===== config.mk =====
export PLATFORM = sky130hd
export DESIGN_NAME = inv_mix_columns_iter
export DESIGN_NICKNAME = d
export VERILOG_FILES = /design/src/rtl/inv_mix_columns_iter.sv
export SDC_FILE = /design/constraint.sdc
export NUM_CORES = 1
export LEC_CHECK = 0
export CORE_ASPECT_RATIO = 2
export CORE_MARGIN = 2
export CORE_UTILIZATION = 45
export CTS_BUF_LIST = sky130_fd_sc_hd__clkbuf_4 sky130_fd_sc_hd__clkbuf_8
export CTS_CLUSTER_SIZE = 40
export DETAILED_ROUTE_END_ITERATION = 16
export PLACE_DENSITY_LB_ADDON = 0.2
export SYNTH_ARGS = -nofsm -noshare
export SYNTH_HDL_FRONTEND = slang
export SYNTH_SLANG_ARGS = --single-unit

===== constraint.sdc =====
create_clock -name clk -period 5.6 [get_ports clk]
set_input_delay 0.84 -clock clk [delete_from_list [all_inputs] [get_ports clk]]
set_output_delay 0.84 -clock clk [all_outputs]
set_load 0.05 [all_outputs]

===== src/rtl/inv_mix_columns_iter.sv =====
// inv_mix_columns_iter: iterative AES InvMixColumns over a 4x4 byte state.
// The work register is transformed in place, COLS_PER_CYCLE columns per clock.
module inv_mix_columns_iter #(
  parameter int COLS_PER_CYCLE = 1
) (
  input  logic                  clk,
  input  logic                  rst_n,
  input  logic                  clear,
  input  logic                  in_valid,
  output logic                  in_ready,
  input  logic [3:0][3:0][7:0]  input_matrix,
  output logic                  out_valid,
  input  logic                  out_ready,
  output logic [3:0][3:0][7:0]  output_matrix,
  output logic                  busy
);

  localparam int         CPC  = COLS_PER_CYCLE;
  localparam logic [1:0] STEP = 2'(CPC);
  localparam logic [1:0] LAST = 2'(4 - CPC);

  if ((CPC != 1) && (CPC != 2) && (CPC != 4)) begin : g_bad_cpc
    $error("inv_mix_columns_iter: COLS_PER_CYCLE must be 1, 2 or 4");
  end

  typedef enum logic [1:0] {
    IDLE = 2'd0,
    BUSY = 2'd1,
    DONE = 2'd2
  } state_e;

  state_e                 state_q;
  logic [1:0]             col_cnt_q;
  logic [3:0][3:0][7:0]   work_q;
  logic [3:0][3:0][7:0]   work_upd;
  logic                   rdy_q;
  logic                   accept;

  function automatic logic [7:0] xtime(input logic [7:0] b);
    return {b[6:0], 1'b0} ^ (b[7] ? 8'h1b : 8'h00);
  endfunction

  // 09/0b/0d/0e built from the x2/x4/x8 chain of each byte
  function automatic logic [3:0][7:0] inv_col(
    input logic [3:0][7:0] a
  );
    logic [3:0][7:0] x2, x4, x8;
    logic [3:0][7:0] m9, mb, md, me;
    logic [3:0][7:0] o;
    for (int r = 0; r < 4; r++) begin
      x2[r] = xtime(a[r]);
      x4[r] = xtime(x2[r]);
      x8[r] = xtime(x4[r]);
      m9[r] = x8[r] ^ a[r];
      mb[r] = x8[r] ^ x2[r] ^ a[r];
      md[r] = x8[r] ^ x4[r] ^ a[r];
      me[r] = x8[r] ^ x4[r] ^ x2[r];
    end
    o[0] = me[0] ^ mb[1] ^ md[2] ^ m9[3];
    o[1] = me[1] ^ mb[2] ^ md[3] ^ m9[0];
    o[2] = me[2] ^ mb[3] ^ md[0] ^ m9[1];
    o[3] = me[3] ^ mb[0] ^ md[1] ^ m9[2];
    return o;
  endfunction

  always_comb begin
    work_upd = work_q;
    for (int g = 0; g < CPC; g++) begin
      work_upd[col_cnt_q + 2'(g)] =
        inv_col(work_q[col_cnt_q + 2'(g)]);
    end
  end

  // rdy_q keeps in_ready low until the first clock after reset release
  assign in_ready = rdy_q &
                    ((state_q == IDLE) |
                     ((state_q == DONE) & out_ready));
  assign accept        = in_valid & in_ready;
  assign out_valid     = (state_q == DONE);
  assign busy          = (state_q != IDLE);
  assign output_matrix = work_q;

  always_ff @(posedge clk or negedge rst_n) begin
    if (!rst_n) begin
      state_q   <= IDLE;
      col_cnt_q <= 2'd0;
      work_q    <= '0;
      rdy_q     <= 1'b0;
    end else begin
      rdy_q <= 1'b1;
      if (clear) begin
        state_q   <= IDLE;
        col_cnt_q <= 2'd0;
      end else begin
        unique case (1'b1)
          (state_q == IDLE): begin
            if (accept) begin
              work_q    <= input_matrix;
              col_cnt_q <= 2'd0;
              state_q   <= BUSY;
            end
          end
          (state_q == BUSY): begin
            work_q    <= work_upd;
            col_cnt_q <= col_cnt_q + STEP;
            if (col_cnt_q == LAST) begin
              state_q <= DONE;
            end
          end
          (state_q == DONE): begin
            if (out_ready) begin
              if (accept) begin
                work_q    <= input_matrix;
                col_cnt_q <= 2'd0;
                state_q   <= BUSY;
              end else begin
                state_q <= IDLE;
              end
            end
          end
          default: begin
            state_q <= IDLE;
          end
        endcase
      end
    end
  end

endmodule

==> flow_metrics.env, run 1 <==
export IMPL_status="finished clean"
export IMPL_ys_ff_latch=133
export IMPL_cp_data_arrival_time_ns=4.40
export IMPL_fin_skew_ns=0.00912
export IMPL_synthTopCellsByArea="dfrtp_1 (36%), xnor3_1 (8.8%), xnor2_1 (8.2%)"
export IMPL_start_util=0.460
export IMPL_area_growth_pct=35.1
export IMPL_synth_ff_type="dfrtp_1"
export IMPL_cp_cell_sequence="buf_4, mux4_1, xor2_2, xnor3_1, xnor2_1, xnor2_1, xnor2_1, o21ai_0"
export IMPL_rsz0062_at_grt="no"
export IMPL_dr_total_vias=8076
export IMPL_routedWlPerCell_um=26.1
export IMPL_fin_hold_ws_ns=0.428
export IMPL_yosys_warnings=0
export IMPL_grt_pass1_wl_um=50900
export IMPL_reg2regPathDepth=8
export IMPL_critPathMaxFanout=21
export IMPL_num_rows=73
export IMPL_tightestPinTransition_ns=1.11
export IMPL_clock_path_buffers=2
export IMPL_fmax_ghz=0.245
export IMPL_worstPathRequired_ns=5.92
export IMPL_grt_max_degree=85
export IMPL_cts_tree="done"
export IMPL_die_h_um=206
export IMPL_port_buffers=263
export IMPL_synth_cell_type_count=43
export IMPL_clk_pin_slew_ns=0.08
export IMPL_viasPerCell=6.07
export IMPL_dr_pass1_iters=7
export IMPL_hold_viol_final=0
export IMPL_clk_latency_ns=0.46
export IMPL_fill_cells=1818
export IMPL_synth_async_reset_ratio=1.00
export IMPL_cp_end_kind="register"
export IMPL_yosysSeqAreaShare=0.363
export IMPL_fp_dieW_um=105
export IMPL_crit_slowest_cell="dfrtp_1"
export IMPL_finalSetupViolations=0
export IMPL_drt_total_wl_um=34700
export IMPL_netlist_instances=830
export IMPL_r2r_start="col_cnt_q[1]"
export IMPL_yosysMostFrequentCell="dfrtp_1"
export IMPL_clkSinkCount=133
export IMPL_grt_pass1_vias=8706
export IMPL_drive_gt1_frac=0.106
export IMPL_drv_cap=0
export IMPL_ff2ff_setup_slack_ns=1.52
export IMPL_start_kind="register"
export IMPL_path_class="reg -> reg"
export IMPL_drc_errors=0
export IMPL_syn_nets=967
export IMPL_hp_class="in -> async"
export IMPL_drtAntennaViolNets=0
export IMPL_grt_antenna_before_repair=0
export IMPL_place_congestion=0.980
export IMPL_cts_root_buf="clkbuf_8"
export IMPL_slowest_delay_ns=0.87
export IMPL_synth_edf_count=0
export IMPL_drtIter0Drc=477
export IMPL_globalRouteOverflowTotal=0
export IMPL_slew_violations=0
export IMPL_post_cts_resize_count=0
export IMPL_cpMostUsedCell="xnor2_1"
export IMPL_r2r_end="output_matrix[117]"
export IMPL_final_nets=1192
export IMPL_synth_top_area_share=0.363
export IMPL_insertedDiodeCount=0
export IMPL_syn_area_um2=9170
export IMPL_cts_buffers_inserted=17
export IMPL_yosysTopAreaCell="dfrtp_1"
export IMPL_fin_crit_ns=4.08
export IMPL_cts_setup_buffers=0
export IMPL_io_pin_count=264
export IMPL_grt_util_all_layers=0.319
export IMPL_totalNegativeSetupSlack_ns=0
export IMPL_syn_area_per_cell_um2=11.0
export IMPL_yosys_top_cells_count="dfrtp_1 (133), xnor2_1 (86), nor2_1 (82)"
export IMPL_die_area_um2=21600
export IMPL_coreArea_um2=19900
export IMPL_htreeDepth=4
export IMPL_slew_limit_headroom=0.256
export IMPL_holdBufCountCts=0
export IMPL_fin_crit_sh=0.728
export IMPL_place_detailed_hpwl_um=25600
worst max path at each step:
stage,start,endpoint,slack [ns],cells past startpoint
after global placement,col_cnt_q[1],output_matrix[53],1.65,8
final,col_cnt_q[1],output_matrix[117],1.52,8
after global routing,col_cnt_q[1],output_matrix[85],1.33,8
after CTS,col_cnt_q[1],output_matrix[85],1.56,8
after floorplan,output_matrix[39],output_matrix[52],2.63,8
after detailed placement,col_cnt_q[1],output_matrix[53],1.58,8
sequential cells by signal, summed over array words and instances, names as in the netlist:
name / flops
output_matrix: 128
col_cnt_q: 2
state_q: 2
rdy_q: 1
cell families (layout without fill, tap and decap cells):
group / Yosys count / in the layout / share of synthesized area
AND/OR/NAND/NOR: 135 / 135 / 0.0602
multiplexers: 33 / 33 / 0.0822
XOR/XNOR: 173 / 173 / 0.250
buffers and inverters: 84 / 322 / 0.0426
other: 1 / 1 / 0.000409
AO/OA/AOI/OAI: 267 / 267 / 0.196
flip-flops: 133 / 133 / 0.363
adder cells (fa/ha/maj): 4 / 4 / 0.00546
worst max-delay path, delay by kind of cell, from the launching register on:
family | cells | cell delay (ns)
xor gates and xnor gates | 5 | 1.87
AOI/OAI and AO/OA | 1 | 0.17
buffers and inverters | 1 | 0.43
muxes | 1 | 0.58
DFF | 1 | 0.87
cell usage in the layout, fill, tap and decap left out, drive strengths merged, types with 4 or more instances in the layout:
cell type      synthesis  routed
clkbuf                56      21
o22a                  28      28
a32oi                 12      12
o2bb2ai               20      20
xnor2                100     100
a21oi                 60      60
ha                     4       4
dfrtp                133     133
a22oi                 33      33
o21ai                 48      48
inv                    4       5
mux4                  32      32
a31oi                 28      28
o22ai                  8       8
xnor3                 39      39
and2                   4       4
and3                   4       4
nor2                  82      82
clkdlybuf4s50          0     262
buf                   24      24
nand3                  4       4
o32ai                 28      28
xor2                  31      31
clkinv                 0       4
nand2                 33      33
through the flow:
stage               setup WS, ns   util  cell area (um2)  cells
finish                      1.52  0.622            12400   1330
global route                1.33  0.622            12400   1330
CTS                         1.56  0.622            12400   1330
detailed placement          1.58  0.600            12000   1298
global placement            1.65  0.600            12000   1298
floorplan                   2.63      -             9170    830
routing by layer:
layer  share of wire  GRT usage  up-vias
met2            0.55      0.588      414
li1                -          -     3518
met1            0.33      0.327     4007
met4           0.070      0.219        0
met3           0.050     0.0459      137
met5               0          0        -
final cells by class:
class | instances | area, um2 | area share
Timing Repair Buffer | 286 | 2810 | 0.227
Sequential cell | 133 | 3330 | 0.269
Multi-Input combinational cell | 613 | 5480 | 0.442
Inverter | 4 | 15.0 | 0.00121
Tap cell | 262 | 328 | 0.0265
Clock buffer | 21 | 283 | 0.0228
Clock inverter | 11 | 149 | 0.0120
Power of run 1 is not shown: default switching activity piles up to over one toggle a cycle in this logic, so the estimate is an artifact.
==> run 2: changes to the inputs <==
Clock period 5.6 ns to 4 ns, I/O delays scaled along.
==> run 2 against run 1 <==
  * Via count rose by 1.9%
  * Utilization rose by 0.69 points
  * Final cell count rose by 0.90%
  * Worst setup slack got worse by 1.0 ns
  * Critical path type unchanged
  * Critical endpoint is now output_matrix[20]
  * Largest cell class unchanged
  * Highest routed layer unchanged
==> flow_metrics.env, run 2 (same netlist as run 1, synthesis figures left out) <==
export IMPL_largest_reg_flops=128
export IMPL_htreeDepth=4
export IMPL_grt_pass1_vias=8805
export IMPL_final_nets=1204
export IMPL_fin_crit_sh=0.876
export IMPL_coreArea_um2=19900
export IMPL_cp_data_arrival_time_ns=3.84
export IMPL_slew_violations=0
export IMPL_design_area_um2=12500
export IMPL_cp_end_kind="register"
export IMPL_postPlaceCellArea_um2=12100
export IMPL_drc_errors=0
export IMPL_port_buffers=263
export IMPL_drt_total_wl_um=35100
export IMPL_path_class="reg -> reg"
export IMPL_hp_class="in -> async"
export IMPL_dr_pass1_iters=5
export IMPL_drtAntennaViolNets=0
export IMPL_holdBufCountCts=0
export IMPL_status="finished clean"
export IMPL_hold_viol_final=0
export IMPL_tightestPinTransition_ns=0.831
export IMPL_start_kind="register"
export IMPL_area_growth_pct=36.6
export IMPL_critPathMaxFanout=23
export IMPL_fmax_ghz=0.285
export IMPL_fin_skew_ns=0.0154
export IMPL_dr_wl_met3_um=2070
export IMPL_final_common_cell="clkdlybuf4s50_1"
export IMPL_insertedDiodeCount=0
export IMPL_r2r_start="col_cnt_q[0]"
export IMPL_grt_antenna_before_repair=0
export IMPL_globalRouteOverflowTotal=0
export IMPL_fp_dieW_um=105
export IMPL_cts_buffers_inserted=17
export IMPL_die_h_um=206
export IMPL_dr_wl_met2_um=19300
export IMPL_cts_root_buf="clkbuf_8"
export IMPL_worstPathRequired_ns=4.34
export IMPL_grt_max_degree=75
export IMPL_start_util=0.460
export IMPL_clkSinkCount=133
export IMPL_r2r_end="output_matrix[20]"
export IMPL_cts_tree="done"
export IMPL_drv_cap=0
export IMPL_totalNegativeSetupSlack_ns=0
export IMPL_clock_path_buffers=2
export IMPL_grt_pass1_wl_um=52700
export IMPL_final_cell_mix="clkdlybuf4s50_1 (262), dfrtp_1 (132), xnor2_1 (86), nor2_1 (77), a21oi_1 (60)"
export IMPL_drtIter0Drc=614
export IMPL_finalSetupViolations=0
export IMPL_grt_util_all_layers=0.329
export IMPL_die_area_um2=21600
export IMPL_viasPerCell=6.13
export IMPL_fin_crit_ns=3.50
export IMPL_post_cts_resize_count=0
export IMPL_drive_gt1_frac=0.116
export IMPL_reg2regPathDepth=8
export IMPL_cts_setup_buffers=0
export IMPL_ff2ff_setup_slack_ns=0.50
export IMPL_rsz0062_at_grt="no"
export IMPL_clk_latency_ns=0.47
export IMPL_highest_layer="met4"
export IMPL_routedWlPerCell_um=26.2
export IMPL_slew_limit_headroom=0.445
export IMPL_clk_pin_slew_ns=0.08
export IMPL_io_pin_count=264
export IMPL_dr_total_vias=8231
export IMPL_place_congestion=0.971
export IMPL_num_rows=73
export IMPL_place_detailed_hpwl_um=26500
export IMPL_wl_met1_um=11400
-- run 2: changes by cell type in the layout (fill, tap and decap cells not counted), sizes merged --
cell,change
bufinv,+1
clkbuf,-2
clkinv,+2
inv,-1
buf,+12
-- run 2: routing by layer --
layer	global-route usage	vias up
met5	0	-
met4	0.218	0
met3	0.0440	147
met2	0.604	503
met1	0.347	4038
li1	-	3543
-- run 2: final cells by class --
class / instances / area, um2
Clock buffer: 19 / 262
Clock inverter: 13 / 180
Fill cell: 1758 / 7390
Inverter: 4 / 15.0
Multi-Input combinational cell: 613 / 5480
Sequential cell: 133 / 3330
Tap cell: 262 / 328
Timing Repair Buffer: 298 / 2930
-- run 2: critical path, stage by stage, from the launching register on --
cell and delay, ns:
dfrtp_2 0.39, buf_12 0.21, mux4_1 0.88, xnor2_2 0.35
xor3_2 0.55, xnor3_1 0.43, xnor2_2 0.30, o2bb2ai_1 0.16
a21oi_1 0.08
-- run 2: worst max path at each step --
stage / from / end / cells after the start
floorplan: output_matrix[39] / output_matrix[52] / 8
global placement: col_cnt_q[0] / output_matrix[116] / 8
detailed placement: col_cnt_q[0] / output_matrix[20] / 8
CTS: col_cnt_q[0] / output_matrix[77] / 8
global route: col_cnt_q[0] / output_matrix[77] / 8
finish: col_cnt_q[0] / output_matrix[20] / 8
-- run 2: metrics by stage --
step	utilization	hold WS [ns]	worst slack (ns)	std cells
global placement	0.607	0.504	0.524	1310
floorplan	-	0.304	1.03	830
detailed placement	0.607	0.508	0.512	1310
global route	0.629	0.141	0.355	1342
finish	0.629	0.103	0.496	1342
CTS	0.629	0.106	0.500	1342
Power of run 2 is left out for the same reason.
==> run 3: changes to the inputs <==
Settings changed: CORE_ASPECT_RATIO 2 to 1.4, CTS_CLUSTER_DIAMETER set to 80.
==> run 3 against run 2 <==
  * Utilization down 0.75 points
  * First-iteration DRC count up 6.2%
  * Global-route usage down 2.5 points
  * Hold slack better by 0.19 ns
  * Die area down 0.25%
  * Final cell count down 1.5%
  * Register-to-register slack better by 0.05 ns
==> flow_metrics.env, run 3 (same netlist as run 1, synthesis figures left out) <==
export IMPL_dr_total_vias=8115
export IMPL_final_common_cell="clkdlybuf4s50_1"
export IMPL_final_nets=1194
export IMPL_holdBufCountCts=0
export IMPL_die_area_um2=21500
export IMPL_viasPerCell=6.14
export IMPL_drtIter0Drc=652
export IMPL_drc_errors=0
export IMPL_grt_antenna_before_repair=0
export IMPL_critPathMaxFanout=24
export IMPL_highest_layer="met4"
export IMPL_start_util=0.460
export IMPL_drt_total_wl_um=33100
export IMPL_cp_end_kind="register"
export IMPL_coreArea_um2=19900
export IMPL_slew_limit_headroom=0.156
export IMPL_totalNegativeSetupSlack_ns=0
export IMPL_dr_pass1_iters=5
export IMPL_largest_reg_flops=128
export IMPL_grt_max_degree=85
export IMPL_rsz0062_at_grt="no"
export IMPL_clk_latency_ns=0.47
export IMPL_place_detailed_hpwl_um=24000
export IMPL_cts_setup_buffers=0
export IMPL_insertedDiodeCount=0
export IMPL_fin_skew_ns=0.0128
export IMPL_grt_pass1_vias=8552
export IMPL_port_buffers=263
export IMPL_pre_cts_ws_ns=0.568
export IMPL_grt_util_all_layers=0.304
export IMPL_die_h_um=173
export IMPL_finalWorstSetupSlack_ns=0.549
export IMPL_fin_crit_sh=0.863
export IMPL_clock_path_buffers=2
export IMPL_drtAntennaViolNets=0
export IMPL_place_congestion=0.945
export IMPL_finalSetupViolations=0
export IMPL_fin_hold_ws_ns=0.293
export IMPL_fin_crit_ns=3.45
export IMPL_status="finished clean"
export IMPL_clkSinkCount=133
export IMPL_globalRouteOverflowTotal=0
export IMPL_routedWlPerCell_um=25.0
export IMPL_dr_wl_met2_um=17000
export IMPL_path_class="reg -> reg"
export IMPL_htreeDepth=4
export IMPL_worstPathRequired_ns=4.34
export IMPL_drv_cap=0
export IMPL_fmax_ghz=0.290
export IMPL_dr_wl_met3_um=2430
export IMPL_num_rows=61
export IMPL_hp_class="in -> async"
export IMPL_io_pin_count=264
export IMPL_tightestPinTransition_ns=1.25
export IMPL_area_growth_pct=35.1
export IMPL_final_cell_mix="clkdlybuf4s50_1 (262), dfrtp_1 (132), xnor2_1 (86), nor2_1 (77), a21oi_1 (60)"
export IMPL_clk_pin_slew_ns=0.08
export IMPL_cts_root_buf="clkbuf_8"
export IMPL_wl_met1_um=12100
export IMPL_cp_data_arrival_time_ns=3.79
export IMPL_cts_tree="done"
export IMPL_grt_pass1_wl_um=50300
export IMPL_design_area_um2=12400
export IMPL_drive_gt1_frac=0.107
export IMPL_cts_buffers_inserted=17
export IMPL_slew_violations=0
export IMPL_post_cts_resize_count=0
export IMPL_start_kind="register"
export IMPL_postPlaceCellArea_um2=12000
export IMPL_fp_dieW_um=125
export IMPL_hold_viol_final=0
==> run 3: cell count changes in the layout (fill, tap and decap cells not counted) <==
cell	before	now
buf_6	1	0
buf_4	32	23
clkbuf_8	19	17
inv_6	0	3
clkinv_4	2	3
bufinv_16	4	2
==> run 3: critical path, cell delays in order (launching register included) <==
cell and delay [ns]:
dfrtp_2 0.39, buf_12 0.21, mux4_1 0.85, xnor2_2 0.32, xor3_2 0.53, xor2_1 0.30
xnor2_1 0.18, xnor2_1 0.39, a21oi_1 0.14
==> run 3: area by class of cell <==
type	count	area (um2)
inverter	4	15.0
clock buffer	17	234
clock inverter	15	155
sequential	133	3330
timing repair buffer	288	2860
multi-input combinational	613	5480
tap	252	315
fill	1637	7540
==> run 3: path summary, 6_finish.rpt <==
check	slack, ns	endpoint	startpoint	depth (start not counted)
min in group clk	0.52	output_matrix[41]	output_matrix[41]	2
hold / removal	0.29	rdy_q	rst_n	1
hold reg to reg	0.52	output_matrix[41]	output_matrix[41]	2
setup / recovery	0.55	output_matrix[4]	col_cnt_q[0]	8
max in group asynchronous	2.84	output_matrix[114]	rst_n	2
setup reg to reg	0.55	output_matrix[4]	col_cnt_q[0]	8
==> run 3: stage by stage <==
| step | instances | util |
|---|---|---|
| final | 1322 | 0.621 |
| after global routing | 1322 | 0.621 |
| after CTS | 1322 | 0.621 |
| after detailed placement | 1290 | 0.602 |
| after global placement | 1290 | 0.602 |
| after floorplan | 830 | - |
==> run 3: per-layer routing <==
layer	global-route usage	up-vias
met4	0.151	0
met2	0.520	453
met3	0.0585	88
met1	0.367	4040
met5	0	-
li1	-	3534
Power of run 3 is left out for the same reason.
